<file path="src/rtl/wash_pkg.sv">
// wash_pkg: state/phase encoding and error codes shared by the
// sequencer, the panel logic and the display logic.
package wash_pkg;

    typedef enum logic [3:0] {
        ST_IDLE        = 4'd0,
        ST_FILL        = 4'd1,
        ST_HEAT        = 4'd2,
        ST_WASH        = 4'd3,
        ST_DRAIN       = 4'd4,
        ST_RINSE_FILL  = 4'd5,
        ST_RINSE       = 4'd6,
        ST_SPIN        = 4'd7,
        ST_DONE        = 4'd8,
        ST_PAUSE       = 4'd9,
        ST_ABORT_DRAIN = 4'd10
    } state_e;

    localparam logic [1:0] ERR_NONE  = 2'd0;
    localparam logic [1:0] ERR_VIB   = 2'd1;
    localparam logic [1:0] ERR_FILL  = 2'd2;
    localparam logic [1:0] ERR_DRAIN = 2'd3;

    function automatic logic is_timed(state_e s);
        return s inside {ST_WASH, ST_RINSE, ST_SPIN};
    endfunction

    // Programme phases that can be paused or faulted.
    function automatic logic is_run(state_e s);
        return s inside {ST_FILL, ST_HEAT, ST_WASH, ST_DRAIN,
                         ST_RINSE_FILL, ST_RINSE, ST_SPIN};
    endfunction

endpackage

</file>
<file path="src/rtl/wash_phase_timer.sv">
// wash_phase_timer: loadable down-counter with hold and a single
// save/restore slot used to freeze a phase across a pause.
module wash_phase_timer #(
    parameter int TIMER_W = 16
) (
    input  logic               clk_i,
    input  logic               rst_ni,
    input  logic               load_i,
    input  logic [TIMER_W-1:0] load_val_i,
    input  logic               tick_i,
    input  logic               hold_i,
    input  logic               save_i,
    input  logic               restore_i,
    output logic [TIMER_W-1:0] count_o,
    output logic               zero_o
);

    logic [TIMER_W-1:0] count_q, count_d;
    logic [TIMER_W-1:0] saved_q, saved_d;

    always_comb begin
        count_d = count_q;
        saved_d = saved_q;
        if (save_i) begin
            saved_d = count_q;
        end
        if (restore_i) begin
            count_d = saved_q;
        end else if (load_i) begin
            count_d = load_val_i;
        end else if (tick_i && !hold_i && count_q != '0) begin
            count_d = count_q - 1'b1;
        end
    end

    always_ff @(posedge clk_i or negedge rst_ni) begin
        if (!rst_ni) begin
            count_q <= '0;
            saved_q <= '0;
        end else begin
            count_q <= count_d;
            saved_q <= saved_d;
        end
    end

    assign count_o = count_q;
    assign zero_o  = (count_q == '0);

endmodule

</file>
<file path="src/rtl/wash_sequencer.sv">
// wash_sequencer: full wash programme controller with pause/resume,
// latched fault codes and an abort drain path.
module wash_sequencer
    import wash_pkg::*;
#(
    parameter int TIMER_W    = 16,
    parameter int LEVEL_W    = 10,
    parameter int TEMP_W     = 7,
    parameter int SPEED_W    = 11,
    parameter int MAX_RINSES = 3,
    localparam int RC_W      = $clog2(MAX_RINSES + 1)
) (
    input  logic               clk,
    input  logic               reset,
    input  logic               tick,
    input  logic               start,
    input  logic               stop,
    input  logic               pause,
    input  logic               resume,
    input  logic               door_closed,
    input  logic               cfg_valid,
    input  logic [TIMER_W-1:0] cfg_wash_ticks,
    input  logic [TIMER_W-1:0] cfg_rinse_ticks,
    input  logic [TIMER_W-1:0] cfg_spin_ticks,
    input  logic [RC_W-1:0]    cfg_rinses,
    input  logic [TEMP_W-1:0]  cfg_temp,
    input  logic [LEVEL_W-1:0] cfg_level,
    input  logic [SPEED_W-1:0] cfg_speed,
    input  logic [LEVEL_W-1:0] level,
    input  logic [TEMP_W-1:0]  temp,
    input  logic               vibration,
    input  logic               flow_fault,
    output logic               door_lock,
    output logic               water_valve,
    output logic               heater,
    output logic               drain_pump,
    output logic [SPEED_W-1:0] motor_speed,
    output logic [3:0]         phase,
    output logic [RC_W-1:0]    rinse_left,
    output logic [TIMER_W-1:0] time_left,
    output logic               busy,
    output logic               done_pulse,
    output logic [1:0]         err_code
);

    localparam logic [RC_W-1:0] RMAX = RC_W'(MAX_RINSES);

    state_e             state_q, state_d;
    state_e             saved_q, saved_d;
    logic [1:0]         err_q, err_d;
    logic [RC_W-1:0]    rinse_q, rinse_d;
    logic               pause_q, resume_q;
    logic [TIMER_W-1:0] wash_q, rinse_t_q, spin_q;
    logic [TEMP_W-1:0]  temp_q;
    logic [LEVEL_W-1:0] level_q;
    logic [SPEED_W-1:0] speed_q;

    logic               latch_cfg;
    logic               t_load, t_hold, t_save, t_restore, t_zero;
    logic [TIMER_W-1:0] t_val;
    logic               pause_edge, resume_edge;
    logic [1:0]         fault_code;
    logic               fault;

    assign pause_edge  = pause & ~pause_q;
    assign resume_edge = resume & ~resume_q;

    always_comb begin
        fault_code = ERR_NONE;
        if (vibration) begin
            fault_code = ERR_VIB;
        end else if (flow_fault) begin
            if (state_q inside {ST_FILL, ST_RINSE_FILL, ST_HEAT}) begin
                fault_code = ERR_FILL;
            end else if (state_q == ST_DRAIN) begin
                fault_code = ERR_DRAIN;
            end
        end
    end

    assign fault = is_run(state_q) && (fault_code != ERR_NONE);

    always_comb begin
        state_d   = state_q;
        saved_d   = saved_q;
        err_d     = err_q;
        rinse_d   = rinse_q;
        latch_cfg = 1'b0;
        t_load    = 1'b0;
        t_val     = '0;
        t_hold    = !is_timed(state_q);
        t_save    = 1'b0;
        t_restore = 1'b0;
        if (stop && !(state_q inside {ST_IDLE, ST_DONE})) begin
            state_d = ST_ABORT_DRAIN;
            t_hold  = 1'b1;
        end else if (fault || (pause_edge && is_run(state_q))) begin
            // Freeze the count as it stood before this cycle's tick.
            if (fault) err_d = fault_code;
            saved_d = state_q;
            t_save  = 1'b1;
            t_hold  = 1'b1;
            state_d = ST_PAUSE;
        end else begin
            unique case (state_q)
                ST_IDLE: begin
                    if (start && cfg_valid && door_closed) begin
                        state_d   = ST_FILL;
                        latch_cfg = 1'b1;
                        rinse_d   = (cfg_rinses > RMAX) ? RMAX : cfg_rinses;
                    end
                end
                ST_FILL: if (level >= level_q) state_d = ST_HEAT;
                ST_HEAT: begin
                    if (temp >= temp_q) begin
                        state_d = ST_WASH;
                        t_load  = 1'b1;
                        t_val   = wash_q;
                    end
                end
                ST_WASH: if (t_zero) state_d = ST_DRAIN;
                ST_DRAIN: begin
                    if (level == '0) begin
                        if (rinse_q != '0) begin
                            state_d = ST_RINSE_FILL;
                        end else begin
                            state_d = ST_SPIN;
                            t_load  = 1'b1;
                            t_val   = spin_q;
                        end
                    end
                end
                ST_RINSE_FILL: begin
                    if (level >= level_q) begin
                        state_d = ST_RINSE;
                        t_load  = 1'b1;
                        t_val   = rinse_t_q;
                    end
                end
                ST_RINSE: begin
                    if (t_zero) begin
                        state_d = ST_DRAIN;
                        rinse_d = rinse_q - 1'b1;
                    end
                end
                ST_SPIN: if (t_zero) state_d = ST_DONE;
                ST_DONE: state_d = ST_IDLE;
                ST_PAUSE: begin
                    if (resume_edge && !vibration && !flow_fault) begin
                        state_d   = saved_q;
                        t_restore = 1'b1;
                        err_d     = ERR_NONE;
                    end
                end
                ST_ABORT_DRAIN: if (level == '0) state_d = ST_IDLE;
                default: state_d = ST_IDLE;
            endcase
        end
    end

    always_ff @(posedge clk or negedge reset) begin
        if (!reset) begin
            state_q  <= ST_IDLE;
            saved_q  <= ST_IDLE;
            err_q    <= ERR_NONE;
            rinse_q  <= '0;
            pause_q  <= 1'b0;
            resume_q <= 1'b0;
        end else begin
            state_q  <= state_d;
            saved_q  <= saved_d;
            err_q    <= err_d;
            rinse_q  <= rinse_d;
            pause_q  <= pause;
            resume_q <= resume;
        end
    end

    always_ff @(posedge clk or negedge reset) begin
        if (!reset) begin
            wash_q    <= '0;
            rinse_t_q <= '0;
            spin_q    <= '0;
            temp_q    <= '0;
            level_q   <= '0;
            speed_q   <= '0;
        end else if (latch_cfg) begin
            wash_q    <= cfg_wash_ticks;
            rinse_t_q <= cfg_rinse_ticks;
            spin_q    <= cfg_spin_ticks;
            temp_q    <= cfg_temp;
            level_q   <= cfg_level;
            speed_q   <= cfg_speed;
        end
    end

    wash_phase_timer #(.TIMER_W(TIMER_W)) u_timer (
        .clk_i      (clk),
        .rst_ni     (reset),
        .load_i     (t_load),
        .load_val_i (t_val),
        .tick_i     (tick),
        .hold_i     (t_hold),
        .save_i     (t_save),
        .restore_i  (t_restore),
        .count_o    (time_left),
        .zero_o     (t_zero)
    );

    always_comb begin
        door_lock   = !(state_q inside {ST_IDLE, ST_DONE});
        busy        = (state_q != ST_IDLE);
        water_valve = state_q inside {ST_FILL, ST_RINSE_FILL};
        heater      = (state_q == ST_HEAT);
        drain_pump  = state_q inside {ST_DRAIN, ST_ABORT_DRAIN};
        done_pulse  = (state_q == ST_DONE);
        motor_speed = '0;
        if (state_q inside {ST_WASH, ST_RINSE}) motor_speed = speed_q;
        if (state_q == ST_SPIN) motor_speed = '1;
    end

    assign phase      = state_q;
    assign rinse_left = rinse_q;
    assign err_code   = err_q;

endmodule

</file>
<file path="config.mk">
export PLATFORM = sky130hd
export DESIGN_NAME = wash_sequencer
export DESIGN_NICKNAME = d
export VERILOG_FILES = /design/src/rtl/wash_pkg.sv /design/src/rtl/wash_phase_timer.sv /design/src/rtl/wash_sequencer.sv
export SDC_FILE = /design/constraint.sdc
export NUM_CORES = 1
export LEC_CHECK = 0
export ABC_AREA = 1
export BUFFER_PORTS_ARGS = -buffer_cell sky130_fd_sc_hd__buf_4
export CORE_MARGIN = 4
export CORE_UTILIZATION = 50
export CTS_CLUSTER_SIZE = 30
export DETAILED_ROUTE_END_ITERATION = 10
export GPL_TIMING_DRIVEN = 0
export PLACE_DENSITY = 0.84
export SLEW_MARGIN = 20
export SYNTH_ARGS = -nofsm -noshare
export SYNTH_HDL_FRONTEND = slang
export SYNTH_SLANG_ARGS = --single-unit
</file>
<file path="constraint.sdc">
create_clock -name clk -period 4.2 [get_ports clk]
set_clock_uncertainty 0.15 [all_clocks]
set_input_delay 0.42 -clock clk [delete_from_list [all_inputs] [get_ports clk]]
set_output_delay 0.42 -clock clk [all_outputs]
set_load 0.01 [all_outputs]
</file>
Yosys cells after proc, flatten, opt, wreduce, memory -nomap -nowiden:

Index checks and enable logic that the tools add are counted.

* flip-flop bits (word level): 122
* input port bits: 106
* logic and storage cells: 141

* reductions and logical operators: 38
* magnitude comparators: 3
* bitwise logic cells: 6
* $add $sub $neg: 2
* eq/ne operators: 22
* muxes and demuxes: 56

Operators by type and width (count)
* two-way mux 16 bit: 9
* one-hot mux 16 bit (3 select lines): 1
* two-way mux 4 bit: 11
* one-hot mux 4 bit (9 select lines): 1
* != test 4 bit, second input constant: 7
* two-way mux 2 bit: 12
* two-way mux 11 bit: 2
* two-way mux 1 bit: 18
* nonzero test 2 bit: 9
* equality test 4 x 3 -> 1 bit, second input constant: 4
* logical NOT 16 bit: 1
* nonzero test 16 bit: 1
* subtractor 16 x 1 -> 16 bit, second input constant: 1
* equality test 4 bit, second input constant: 3
* >= comparator 10 bit: 1
* logical NOT 10 bit: 1
* logical AND 1 bit: 9
* AND reduction 9 bit: 1
* nonzero test 3 bit: 3
* equality test 4 x 2 -> 1 bit, second input constant: 2
* != test 4 x 1 -> 1 bit, second input constant: 2
* >= comparator 7 bit: 1
* nonzero test 7 bit: 1
* != test 2 bit, second input constant: 3
* other kinds (15): 23

Logic depth before layout (Yosys ltp):

Gate-level depths: netlist of run 1.

* word-level depth: 16
* depth in mapped cells: 17
* gate-level depth less buffers: 16

Cells and area by module:

From an unflattened synthesis of run 1, not the netlist that was laid out.

* cells, all modules: 914
* area, all modules: 6712.7 µm²

By module, submodules not included
* wash_sequencer: cells each 632, instances 1, sequential area each 2252.2 µm², area an instance 4737.0 µm²
* wash_phase_timer: cells each 282, instances 1, sequential area each 800.8 µm², area an instance 1975.6 µm²

Worst setup path before layout of run 1:

OpenSTA, ideal clock, no wires.

* path type: in2reg
* start: input port temp[6]
* end: register u_timer.count_q[7], in the netlist u_timer.count_o[7]
* setup slack: 2.048 ns
* cell stages on the path: 12
* arrival time: 1.933 ns
* required time: 3.982 ns
* cell sequence: ha_1 > a21o_1 > nor2_1 > nand3_1 > nand2_1 > nand3_2 > nand3_4 > nand3_4 > inv_2 > buf_6 > nand2_1 > nand3_1

* longest elaborated chain between the ends: 7
* elaborated cells between the ends (all ways): 12
* classes of those cells: 1 x order compare; 10 x mux; 1 x reduce/logical

RTL lines
* start, declared: RTL line wash_sequencer.sv:30 `input logic [TEMP_W-1:0] temp,`
* >= comparator 7 bit *: RTL line wash_sequencer.sv:115 `if (temp >= temp_q) begin`
* two-way mux 16 bit / two-way mux 1 bit (equally long branches): RTL line wash_sequencer.sv:115
* one-hot mux 16 bit (3 select lines) / one-hot mux 1 bit (3 select lines) (equally long branches): RTL line wash_sequencer.sv:105 `unique case (state_q)`
* two-way mux 16 bit / two-way mux 1 bit (equally long branches): RTL line wash_sequencer.sv:97 `end else if (fault || (pause_edge && is_run(state_q))) begin`
* two-way mux 16 bit / two-way mux 1 bit (equally long branches): RTL line wash_sequencer.sv:94 `if (stop && !(state_q inside {ST_IDLE, ST_DONE})) begin`
* two-way mux 16 bit: RTL line wash_phase_timer.sv:29 `end else if (load_i) begin`
* two-way mux 16 bit: RTL line wash_phase_timer.sv:27 `if (restore_i) begin`
* end signal, assigned: RTL line wash_phase_timer.sv:41 `count_q <= count_d;`
* end, declared: RTL line wash_phase_timer.sv:18 `logic [TIMER_W-1:0] count_q, count_d;`

Every way passes the cells marked *; elsewhere a longest branch is shown, timed or not.
A chain may end at the register's enable or synchronous reset.

Worst setup path after layout of run 1:

* start: register state_q[1], in the netlist phase[1]
* end: output port heater

* longest elaborated chain between the ends: 1

RTL lines
* start, declared: RTL line wash_sequencer.sv:48 `state_e state_q, state_d;`
* start signal, assigned: RTL line wash_sequencer.sv:170 `state_q <= state_d;`
* equality test 4 x 2 -> 1 bit: RTL line wash_sequencer.sv:214 `heater = (state_q == ST_HEAT);`
* end, declared: RTL line wash_sequencer.sv:35 `output logic heater,`

Every way passes these cells.

==> metrics.md, run 1 <==
| Metric | Value |
|---|---|
| Status | `finished, final reports clean` |
| Routability cong. | `0.8915` |
| Share of cells above drive strength 1 | `28.02%` |
| Crit path DAT | `2.15 ns` |
| Antenna diodes | `0` |
| Detail Route Antenna Nets | `0` |
| Wire length of the first global-routing pass | `29260 microns` |
| Ports | `147` |
| Post-synthesis async set-or-reset flop share | `100.0%` |
| Final period util | `64.81%` |
| Post-DP HPWL | `13290 microns` |
| Maximum VDD drop | `0.3502 mV` |
| Synth Instances | `771` |
| Critical path class | `flip-flop to output pin` |
| Initial antenna violation count | `0` |
| Rel. slew slack | `46.98%` |
| Initial Util | `51.24%` |
| R2R Path Start | `phase[1]` |
| RSZ-0062 raised after global routing | `no` |
| Global Route Usage Sum | `25.45%` |
| Switching Fraction | `37.59%` |
| Post-synth EDFFs | `0` |
| Leak | `4.320 nW` |
| Slowest CP cell | `dfrtp_1` |
| Syn nets | `896` |
| Slowest stage delay, CP | `0.51 ns` |
| Vias/cell | `5.305` |
| CTS tree | `built` |
| R2R depth | `12` |
| Clock Path Buffers | `2` |
| Number of global-route vias before repair | `5959` |
| Die height | `121.7 microns` |
| Port bufs | `146` |
| RR Endpoint | `u_timer.count_o[10]` |
| Setup WS post-layout | `1.478 ns` |
| Switch Pwr | `0.002156 W` |
| Post-Synth Adder-Cell Area | `3.676%` |
| Clk_lat worst skew | `0.42 ns` |
| Tightest Pin Transition | `0.7881 ns` |
| Total global routing overflow | `0` |
| Worst min path class | `input pin to flip-flop` |
| Max-slew violation count | `0` |
| Via count | `5968` |
| Min Hold Slack | `0.05172 ns` |
| WL/cell | `15.94 microns` |
| Yosys warns | `0` |
| Critical path, cell by cell | `inv_2 > nor2_4 > nand2_2 > clkinv_1 > clkbuf_1 > buf_4` |
| Inserted Clock Buffers | `17` |
| Pre-antenna DRT Iters | `5` |
| Setup violators final | `0` |
| CTS sink count | `122` |
| Simple-Gate Fraction of Synth Area | `25.58%` |
| Full die area | `0.01482 sq mm` |
| Post-route DRC violation count | `0` |
| DRT Wirelength | `17930 microns` |
| Drt initial violations | `532` |
| Fmax | `367.4 MHz` |
| Comb power frac | `38.2%` |
| Mean Syn Cell Area | `8.387 sq um` |
| Main combinational cell family by area after synthesis | `simple AND/OR/NAND/NOR gates` |
| WP buf/inv | `4` |
| Mux contribution to synthesized area | `8.707%` |
| Sum Neg Setup Slack | `0 ns` |
| Mapped Area | `0.006466 sq mm` |
| Endpoints failing hold | `0` |
| Setup slack, reg-to-reg | `1.64 ns` |
| Post-Place Setup Slack | `1.518 ns` |
| Final min period | `2.722 ns` |
| Core area | `0.01262 sq mm` |
| Clock Power Share | `25.9%` |
| Cell Count, Final, Fillers Out | `1125` |
| Number of synthesized register bits | `122` |
| Worst Setup EP | `heater` |
| Post-Synth XOR/XNOR Area | `1.761%` |
| Reg clk slew, reported paths | `0.06 ns` |
| Post CTS Setup Buffer Count | `0` |
| Htree depth | `4` |
| # Max-Cap Violations | `0` |
| PD cells | `679.4 mW/mm^2` |
| Critical path launch point | `phase[1]` |
| CP delay by family, top | `buffers and inverters` |
| Pint | `0.003579 W` |
| Nets | `1065` |
| Worst setup EP type | `output pin` |
| Reg power frac | `35.9%` |
| Compound-Gate Fraction of Synth Area | `6.443%` |
| Ys flop type | `dfrtp_1` |
| Seq/Total Area, Yosys | `47.21%` |
| WP data required | `3.63 ns` |
| Chip width | `121.7 microns` |
| Clock root cell | `clkbuf_16` |
| Site Rows | `41` |
| Worst path depth | `6` |
| Placed Instances | `1090` |
| Area of placed instances | `0.007809 sq mm` |
| Crit Path Max Fanout | `10` |
| Critical Path Source Type | `flip-flop` |
| Final instance area | `0.008441 sq mm` |
| Largest net degree at the start of global routing | `78` |
| Post-synth cell types | `38` |
| Area delta synth->final | `30.53%` |
## kinds of logic after synthesis
group / Yosys count
simple gates: 383
fa+ha+maj: 19
xor+xnor: 13
mux: 50
flops: 122
compound gates: 79
buf+inv: 105
## worst register-to-register path: stages (launching register included)
cell and delay (ns):
dfrtp_1 0.48, inv_2 0.16, nand2_1 0.08, nor2_2 0.18
nand2_1 0.14, nor3_4 0.40, inv_2 0.07, nand3_2 0.11
nand3_4 0.14, nand2_2 0.14, buf_2 0.26, nand2_1 0.09
nand3_1 0.08
## registers in the layout, summed over array words and instances (netlist names)
register,cells
err_code,2
level_q,10
pause_q,1
phase,4
resume_q,1
rinse_left,2
rinse_t_q,16
saved_q,4
speed_q,11
spin_q,16
temp_q,7
u_timer.count_o,16
u_timer.saved_q,16
wash_q,16
## timing repair
item / in CTS / in global routing
hold endpoints to repair: 47 / 0
setup endpoints to repair: 0 / 0
resized for setup: 0 / 0
hold buffers: 3 / 0
## power groups by stage
stage	Sequential [W]	Combinational [W]	Clock, W
after floorplan	0.00201	0.00144	0
after global placement	0.00203	0.00208	0
after detailed placement	0.00206	0.00217	0
after CTS	0.00205	0.00219	0.00150
after global routing	0.00212	0.00249	0.00155
final	0.00206	0.00219	0.00149
## synthesized netlist by cell type, types with 2 or more instances
library cell / n / share of area [%]
nand3_4: 2 / 0.54
buf_4: 2 / 0.23
inv_2: 6 / 0.35
dfrtp_1: 122 / 47
nand3_1: 81 / 6.3
nor3_1: 4 / 0.31
nand4_1: 5 / 0.48
nand2_2: 5 / 0.48
xor2_1: 12 / 1.6
inv_1: 70 / 4.1
o21ai_0: 64 / 5.0
mux2_2: 50 / 8.7
a21oi_1: 7 / 0.54
ha_1: 19 / 3.7
nor2_4: 3 / 0.52
clkbuf_1: 9 / 0.52
nand2_1: 228 / 13
buf_1: 2 / 0.12
nor2_1: 49 / 2.8
buf_2: 13 / 1.0
## how the worst min path moves through the flow
stage | startpoint | end | cells past startpoint
4_1_cts | cfg_temp[4] | temp_q[4] | 3
2_1_floorplan | reset | err_code[0] | 0
3_3_place_gp | u_timer.saved_q[8] | u_timer.saved_q[8] | 2
3_5_place_dp | reset | temp_q[1] | 1
6_report | cfg_speed[7] | speed_q[7] | 3
5_1_grt | cfg_level[3] | level_q[3] | 3
## cell usage in the layout, fill, tap and decap left out, types with 5 or more instances in the layout
cell type  count
a21oi_1        7
buf_2         13
buf_4        147
clkbuf_1       9
clkbuf_16     17
dfrtp_1      122
ha_1          19
inv_1         70
inv_2          6
mux2_2        50
nand2_1      228
nand2_2        5
nand3_1       81
nand4_1        5
nor2_1        49
o21ai_0       64
xor2_1        12
## area by class of cell
| class | count | area, sq um |
|---|---|---|
| Inverter | 78 | 295.3 |
| Multi-Input combinational cell | 544 | 2985 |
| Sequential cell | 122 | 3053 |
| Clock inverter | 15 | 176.4 |
| Tap cell | 172 | 215.2 |
| Timing Repair Buffer | 150 | 1157 |
| Buffer | 27 | 132.6 |
| Fill cell | 1033 | 4179 |
| Clock buffer | 17 | 425.4 |
## metal layers
layer / up-vias / track usage (%) / share of wire [%]
met5: - / 0 / 0
met4: 0 / 10.43 / 3.3
met3: 45 / 6.453 / 7.1
met2: 237 / 41.59 / 48
met1: 2840 / 32.41 / 42
li1: 2846 / - / -
## through the flow
step	power (W)	utilization, %
4_1_cts	0.005740	66.88
3_3_place_gp	0.004113	61.63
5_1_grt	0.006159	66.88
2_1_floorplan	0.003454	-
3_5_place_dp	0.004226	61.88
6_report	0.005735	66.88
No activity file was read; power rests on OpenSTA's default activity.
==> inputs of run 2 (changes only) <==
Settings changed: CORE_UTILIZATION 50 to 49, PLACE_DENSITY 0.84 to 0.85.
Clock period 4.2 ns to 2.4 ns, I/O delays scaled along.
==> run 2 against run 1 <==
Effect of this change: highest routed layer unchanged; sequential power up 77%; sequential share of layout area down 3.6 points; critical path depth grew 6; clock power grew 67%; largest cell class is now multi-input gates; first-iteration DRC count grew 10%; critical path type is now flip-flop to flip-flop.
==> metrics.md, run 2 (synthesis gave the netlist of run 1 again) <==
| Metric | Value |
|---|---|
| Status | `finished, final reports clean` |
| Maximum VDD drop | `0.5112 mV (+46%)` |
| Post-DP HPWL | `12870 microns (-3.2%)` |
| Endpoints failing hold | `0 (unchanged)` |
| Detail Route Antenna Nets | `0 (unchanged)` |
| Ports | `147 (unchanged)` |
| Drt initial violations | `585 (+10%)` |
| CTS tree | `built` |
| Rel. slew slack | `56.88% (+9.9 points)` |
| Initial antenna violation count | `2 (+2)` |
| Initial Util | `50.62% (-0.62 points)` |
| Tightest Pin Transition | `0.6408 ns (-0.1473 ns)` |
| Clock Path Buffers | `2 (unchanged)` |
| CTS sink count | `122 (unchanged)` |
| Post-Place Setup Slack | `-0.1069 ns (-1.625 ns)` |
| Die height | `122.9 microns (+0.95%)` |
| Core area | `0.01277 sq mm (+1.2%)` |
| Worst setup EP type | `flip-flop` |
| Final min period | `2.363 ns` |
| Critical path class | `flip-flop to flip-flop` |
| Clock root cell | `clkbuf_16` |
| Max-slew violation count | `0 (unchanged)` |
| Crit Path Max Fanout | `10 (unchanged)` |
| Fmax | `423.2 MHz` |
| Share of cells above drive strength 1 | `29.08% (+1.1 points)` |
| Leak | `4.713 nW (+9.1%)` |
| # Max-Cap Violations | `0 (unchanged)` |
| Power Total | `0.01046 W (+82%)` |
| Port bufs | `146 (unchanged)` |
| PD cells | `1113 mW/mm^2 (+64%)` |
| Pre-antenna DRT Iters | `7 (+2)` |
| Total global routing overflow | `0 (unchanged)` |
| Full die area | `0.01510 sq mm (+1.9%)` |
| Site Rows | `41 (unchanged)` |
| DRT Wirelength | `21740 microns (+21%)` |
| Via count | `6625 (+11%)` |
| Met3 wire len | `1819 microns (+42%)` |
| Critical Path Source Type | `flip-flop` |
| Clk_lat worst skew | `0.43 ns (about the same)` |
| Htree depth | `4 (unchanged)` |
| Area delta synth->final | `45.36%` |
| Setup violators final | `0 (unchanged)` |
| Routability cong. | `0.8993 (+0.87%)` |
| Top sig layer | `met4` |
| Setup WS post-layout | `0.03719 ns (-1.441 ns)` |
| Largest net degree at the start of global routing | `72 (-7.7%)` |
| Final instance area | `0.009399 sq mm (+11%)` |
| Final period util | `98.45%` |
| Commonest non-fill, non-tap cell in the layout | `nand2_1` |
| Reg clk slew, reported paths | `0.06 ns (about the same)` |
| Post-route DRC violation count | `0 (unchanged)` |
| Met1 WL | `8190 microns (+9.6%)` |
| Wire length of the first global-routing pass | `32850 microns (+12%)` |
| Number of global-route vias before repair | `6609 (+11%)` |
| Crit path DAT | `2.52 ns (+0.37 ns)` |
| Chip width | `122.9 microns (+0.95%)` |
| RSZ-0062 raised after global routing | `yes` |
| WL/cell | `17.88 microns (+12%)` |
| Inserted Clock Buffers | `17 (unchanged)` |
| Global Route Usage Sum | `28.42% (+3.0 points)` |
| Most frequent cells in the layout | `226 x nand2_1, 158 x buf_4, 119 x dfrtp_1` |
| Worst min path class | `input pin to flip-flop` |
| Met2 routed WL | `10770 microns (+25%)` |
| WP data required | `2.56 ns (-1.07 ns)` |
| Vias/cell | `5.448 (+2.7%)` |
| Area of placed instances | `0.007809 sq mm (unchanged)` |
| Nets | `1154 (+8.4%)` |
==> run 2: changes by cell type in the layout (fill, tap and decap cells not counted), sizes merged <==
cell,before,now
clkinv,9,8
inv,78,77
dlygate4sd3,3,82
bufinv,3,2
clkbuf,26,33
diode,0,2
buf,165,171
==> run 2: report_power, final <==
part	switching, W	leakage (nW)	internal, W
clock	0.000969	0.274	0.00152
combinational	0.00246	2.93	0.00187
sequential	0.000645	1.51	0.00300
==> run 2: critical path, cell delays in order (launching register included) <==
cell,delay (ns)
dfrtp_1,0.38
inv_1,0.15
ha_4,0.24
a21o_1,0.21
nor2_4,0.14
nand3_4,0.16
nand2_1,0.12
nand3_2,0.11
nand3_4,0.11
nand2_2,0.10
buf_4,0.20
nand2_1,0.10
nand3_1,0.08
==> run 2: stage by stage <==
step | TNS (ns) | hold slack [ns] | utilization [%] | instances
after floorplan | 0 | -0.2056 | - | 771
after global placement | -0.4512 | 0.2105 | 60.89 | 1089
after detailed placement | -0.9143 | 0.07297 | 61.13 | 1090
after CTS | 0 | 0.01123 | 72.30 | 1206
after global routing | -0.5902 | 0.02726 | 73.58 | 1216
final | 0 | 0.02072 | 73.58 | 1216
==> run 2: what timing repair did <==
item | 4_1_cts | 5_1_grt
setup endpoints to repair | 23 | 101
setup buffers | 3 | 8
pin swaps | 1 | 6
hold buffers | 82 | 0
resized for setup | 7 | 43
hold endpoints to repair | 133 | 0
==> run 2: final cells by class <==
| type | instances | area [sq um] |
|---|---|---|
| Clock buffer | 20 | 436.7 |
| Antenna cell | 2 | 5.005 |
| Sequential cell | 122 | 3057 |
| Fill cell | 858 | 3374 |
| Inverter | 78 | 304.0 |
| Multi-Input combinational cell | 544 | 3062 |
| Tap cell | 172 | 215.2 |
| Clock inverter | 12 | 126.4 |
| Buffer | 26 | 162.7 |
| Timing Repair Buffer | 240 | 2031 |
==> run 2: path summary, 6_finish.rpt <==
check	startpoint	to	slack (ns)	depth (start not counted)
worst max-delay path	temp_q[6]	u_timer.count_o[15]	0.04	12
worst min register to register	u_timer.saved_q[5]	u_timer.saved_q[5]	0.33	2
worst min-delay path	flow_fault	err_code[0]	0.02	3
min in group asynchronous	reset	wash_q[14]	0.18	2
worst max register to register	temp_q[6]	u_timer.count_o[15]	0.04	12
max in group asynchronous	reset	phase[1]	1.20	3
==> run 2: layer usage <==
layer  up-vias  global-route usage, %
li1       3029                      -
met1      3145                  34.34
met2       358                  46.87
met3        93                  7.788
met4         0                  13.86
met5         -                      0
==> inputs of run 3 (changes only) <==
Settings changed: CORE_UTILIZATION 49 to 50, PLACE_DENSITY 0.85 to 0.84.
Clock period 2.4 ns to 3 ns, I/O delays scaled along.
==> run 3 against run 2 <==
Effect of this change: utilization is 0.63 points lower; count of clock-buffer cells in the layout down 3; critical path depth down 4; register-to-register slack improved by 0.34 ns; non-clock buffer count is 13 lower; cell area fell by 2.1%; sequential power decreased by 20%; sequential cell count is the same; die area decreased by 1.9%; routed wire length down 2.8%; global-route usage grew 1.2 points; critical endpoint is now motor_speed[5]; largest power group unchanged.
==> metrics.md, run 3 (synthesis gave the netlist of run 1 again) <==
| Metric | Value |
|---|---|
| Worst hold stages | `4 (+1)` |
| Die height | `121.7 microns (-0.94%)` |
| Rel. slew slack | `57.43% (+0.54 points)` |
| Maximum VDD drop | `0.5136 mV (+0.47%)` |
| WP data required | `2.55 ns (about the same)` |
| Full die area | `0.01482 sq mm (-1.9%)` |
| Worst setup EP type | `output pin` |
| Crit Path Max Fanout | `10 (unchanged)` |
| Min Hold Slack | `0.03092 ns (+0.01020 ns)` |
| Chip width | `121.7 microns (-0.94%)` |
| Max-slew violation count | `0 (unchanged)` |
| R2R depth | `15 (+3)` |
| Setup violators final | `0 (unchanged)` |
| Initial Util | `51.24% (+0.62 points)` |
| Number of global-route vias before repair | `6766 (+2.4%)` |
| CTS tree | `built` |
| Via count | `6522 (-1.6%)` |
| Leak | `4.638 nW (-1.6%)` |
| RSZ-0062 raised after global routing | `no` |
| Detail Route Antenna Nets | `0 (unchanged)` |
| R2R Path Start | `level_q[9]` |
| Fmax | `369.7 MHz` |
| Total global routing overflow | `0 (unchanged)` |
| Post-route DRC violation count | `0 (unchanged)` |
| Pre-antenna DRT Iters | `6 (-1)` |
| Post-CTS sizing | `0 (-7)` |
| DRT Wirelength | `21130 microns (-2.8%)` |
| Switching Fraction | `38.53% (-0.44 points)` |
| Area delta synth->final | `42.38%` |
| Most frequent cells in the layout | `228 x nand2_1, 147 x buf_4, 122 x dfrtp_1` |
| Nets | `1141 (-1.1%)` |
| Site Rows | `41 (unchanged)` |
| Htree depth | `4 (unchanged)` |
| Worst min path class | `input pin to flip-flop` |
| Critical path class | `flip-flop to output pin` |
| Critical Path Source Type | `flip-flop` |
| Final period util | `90.17%` |
| Hold Startpoint | `vibration` |
| Final min period | `2.705 ns` |
| Reg power frac | `35.3% (+0.4 points)` |
| Port bufs | `146 (unchanged)` |
| Switch Pwr | `0.003186 W (-22%)` |
| Vias/cell | `5.421 (-0.49%)` |
| Wire length of the first global-routing pass | `33780 microns (+2.8%)` |
| RR Endpoint | `u_timer.count_o[4]` |
| Tightest Pin Transition | `0.6386 ns (-0.002248 ns)` |
| Status | `finished, final reports clean` |
| # Max-Cap Violations | `0 (unchanged)` |
| Reg clk slew, reported paths | `0.06 ns (about the same)` |
| Share of cells above drive strength 1 | `25.95% (-3.1 points)` |
| Clk_lat worst skew | `0.43 ns (about the same)` |
| WL/cell | `17.57 microns (-1.7%)` |
| Clock Power Share | `25.5% (+1.7 points)` |
| Comb power frac | `39.2% (-2.2 points)` |
| Pint | `0.005082 W (-20%)` |
| Post-Place Setup Slack | `0.4378 ns (+0.5447 ns)` |
| Drt initial violations | `660 (+13%)` |
| Core area | `0.01262 sq mm (-1.2%)` |
| Post-DP HPWL | `13290 microns (+3.3%)` |
| Ports | `147 (unchanged)` |
| Crit path DAT | `2.26 ns (-0.26 ns)` |
| Commonest non-fill, non-tap cell in the layout | `nand2_1` |
| Sum Neg Setup Slack | `0 ns (unchanged)` |
| Largest net degree at the start of global routing | `78 (+8.3%)` |
| Endpoints failing hold | `0 (unchanged)` |
| Worst Hold End | `err_code[1]` |
| Setup WS post-layout | `0.2948 ns (+0.2576 ns)` |
| Routability cong. | `0.8915 (-0.87%)` |
| CTS sink count | `122 (unchanged)` |
| Clock root cell | `clkbuf_16` |
| Setup slack, reg-to-reg | `0.38 ns (+0.34 ns)` |
| Clock Path Buffers | `2 (unchanged)` |
| Inserted Clock Buffers | `17 (unchanged)` |
| PD cells | `898.1 mW/mm^2 (-19%)` |
| Global Route Usage Sum | `29.58% (+1.2 points)` |
| Initial antenna violation count | `1 (-1)` |
run 3: changes by cell type in the layout (fill, tap and decap cells not counted), sizes merged:
cell         change
clkbuf           -7
buf              -6
dlygate4sd3      -3
bufinv           +1
inv              +1
clkinv           +1
run 3: timing repair:
| item | in CTS | in global routing |
|---|---|---|
| setup buffers | 0 | 0 |
| endpoints found under the hold margin | 123 | 0 |
| hold buffers | 79 | 0 |
| setup endpoints to repair | 0 | 0 |
run 3: final cells by class:
class,instances,area [sq um]
clock inverter,15,176.4
fill,884,3413
tap,172,215.2
multi-input combinational,544,2985
timing repair buffer,226,1918
sequential,122,3053
inverter,78,295.3
buffer,27,132.6
antenna,2,5.005
clock buffer,17,425.4
run 3: how the worst max path moves through the flow:
| stage | slack [ns] | end | from |
|---|---|---|---|
| final | 0.29 | motor_speed[5] | phase[1] |
| after global routing | 0.14 | motor_speed[5] | phase[1] |
| after CTS | 0.42 | heater | phase[1] |
| after detailed placement | 0.44 | u_timer.count_o[11] | temp[6] |
| after global placement | 0.48 | u_timer.count_o[9] | temp[6] |
| after floorplan | 0.94 | u_timer.count_o[7] | temp_q[6] |
run 3: through the flow:
step	instance area (sq um)	util (%)	power (W)	cells
after global routing	9206	72.95	0.008824	1203
after global placement	7777	61.63	0.005759	1089
after floorplan	6466	-	0.004836	771
after CTS	9201	72.91	0.008117	1201
after detailed placement	7809	61.88	0.005917	1090
final	9206	72.95	0.008268	1203
run 3: critical path, cell delays in order, from the launching register on:
cell and delay (ns):
dfrtp_1 0.51, inv_2 0.13, nor2_4 0.13, nand2_2 0.11, nand2_1 0.15, inv_1 0.08
clkbuf_1 0.22, o21ai_0 0.32, buf_4 0.18
run 3: metal layers:
metal  vias up  wire, microns  track usage, %
met5         -              0               0
met4         0            940           15.06
met3        81           1536           6.639
met2       340          10680           50.92
met1      3104           7974           34.68
li1       2997              -               -
run 3: power groups by stage:
| stage | clock network [W] | logic, W | registers [W] |
|---|---|---|---|
| 6_report | 0.00211 | 0.00324 | 0.00292 |
| 5_1_grt | 0.00218 | 0.00365 | 0.00299 |
| 4_1_cts | 0.00210 | 0.00315 | 0.00287 |
| 3_5_place_dp | 0 | 0.00303 | 0.00288 |
| 3_3_place_gp | 0 | 0.00291 | 0.00285 |
| 2_1_floorplan | 0 | 0.00202 | 0.00282 |
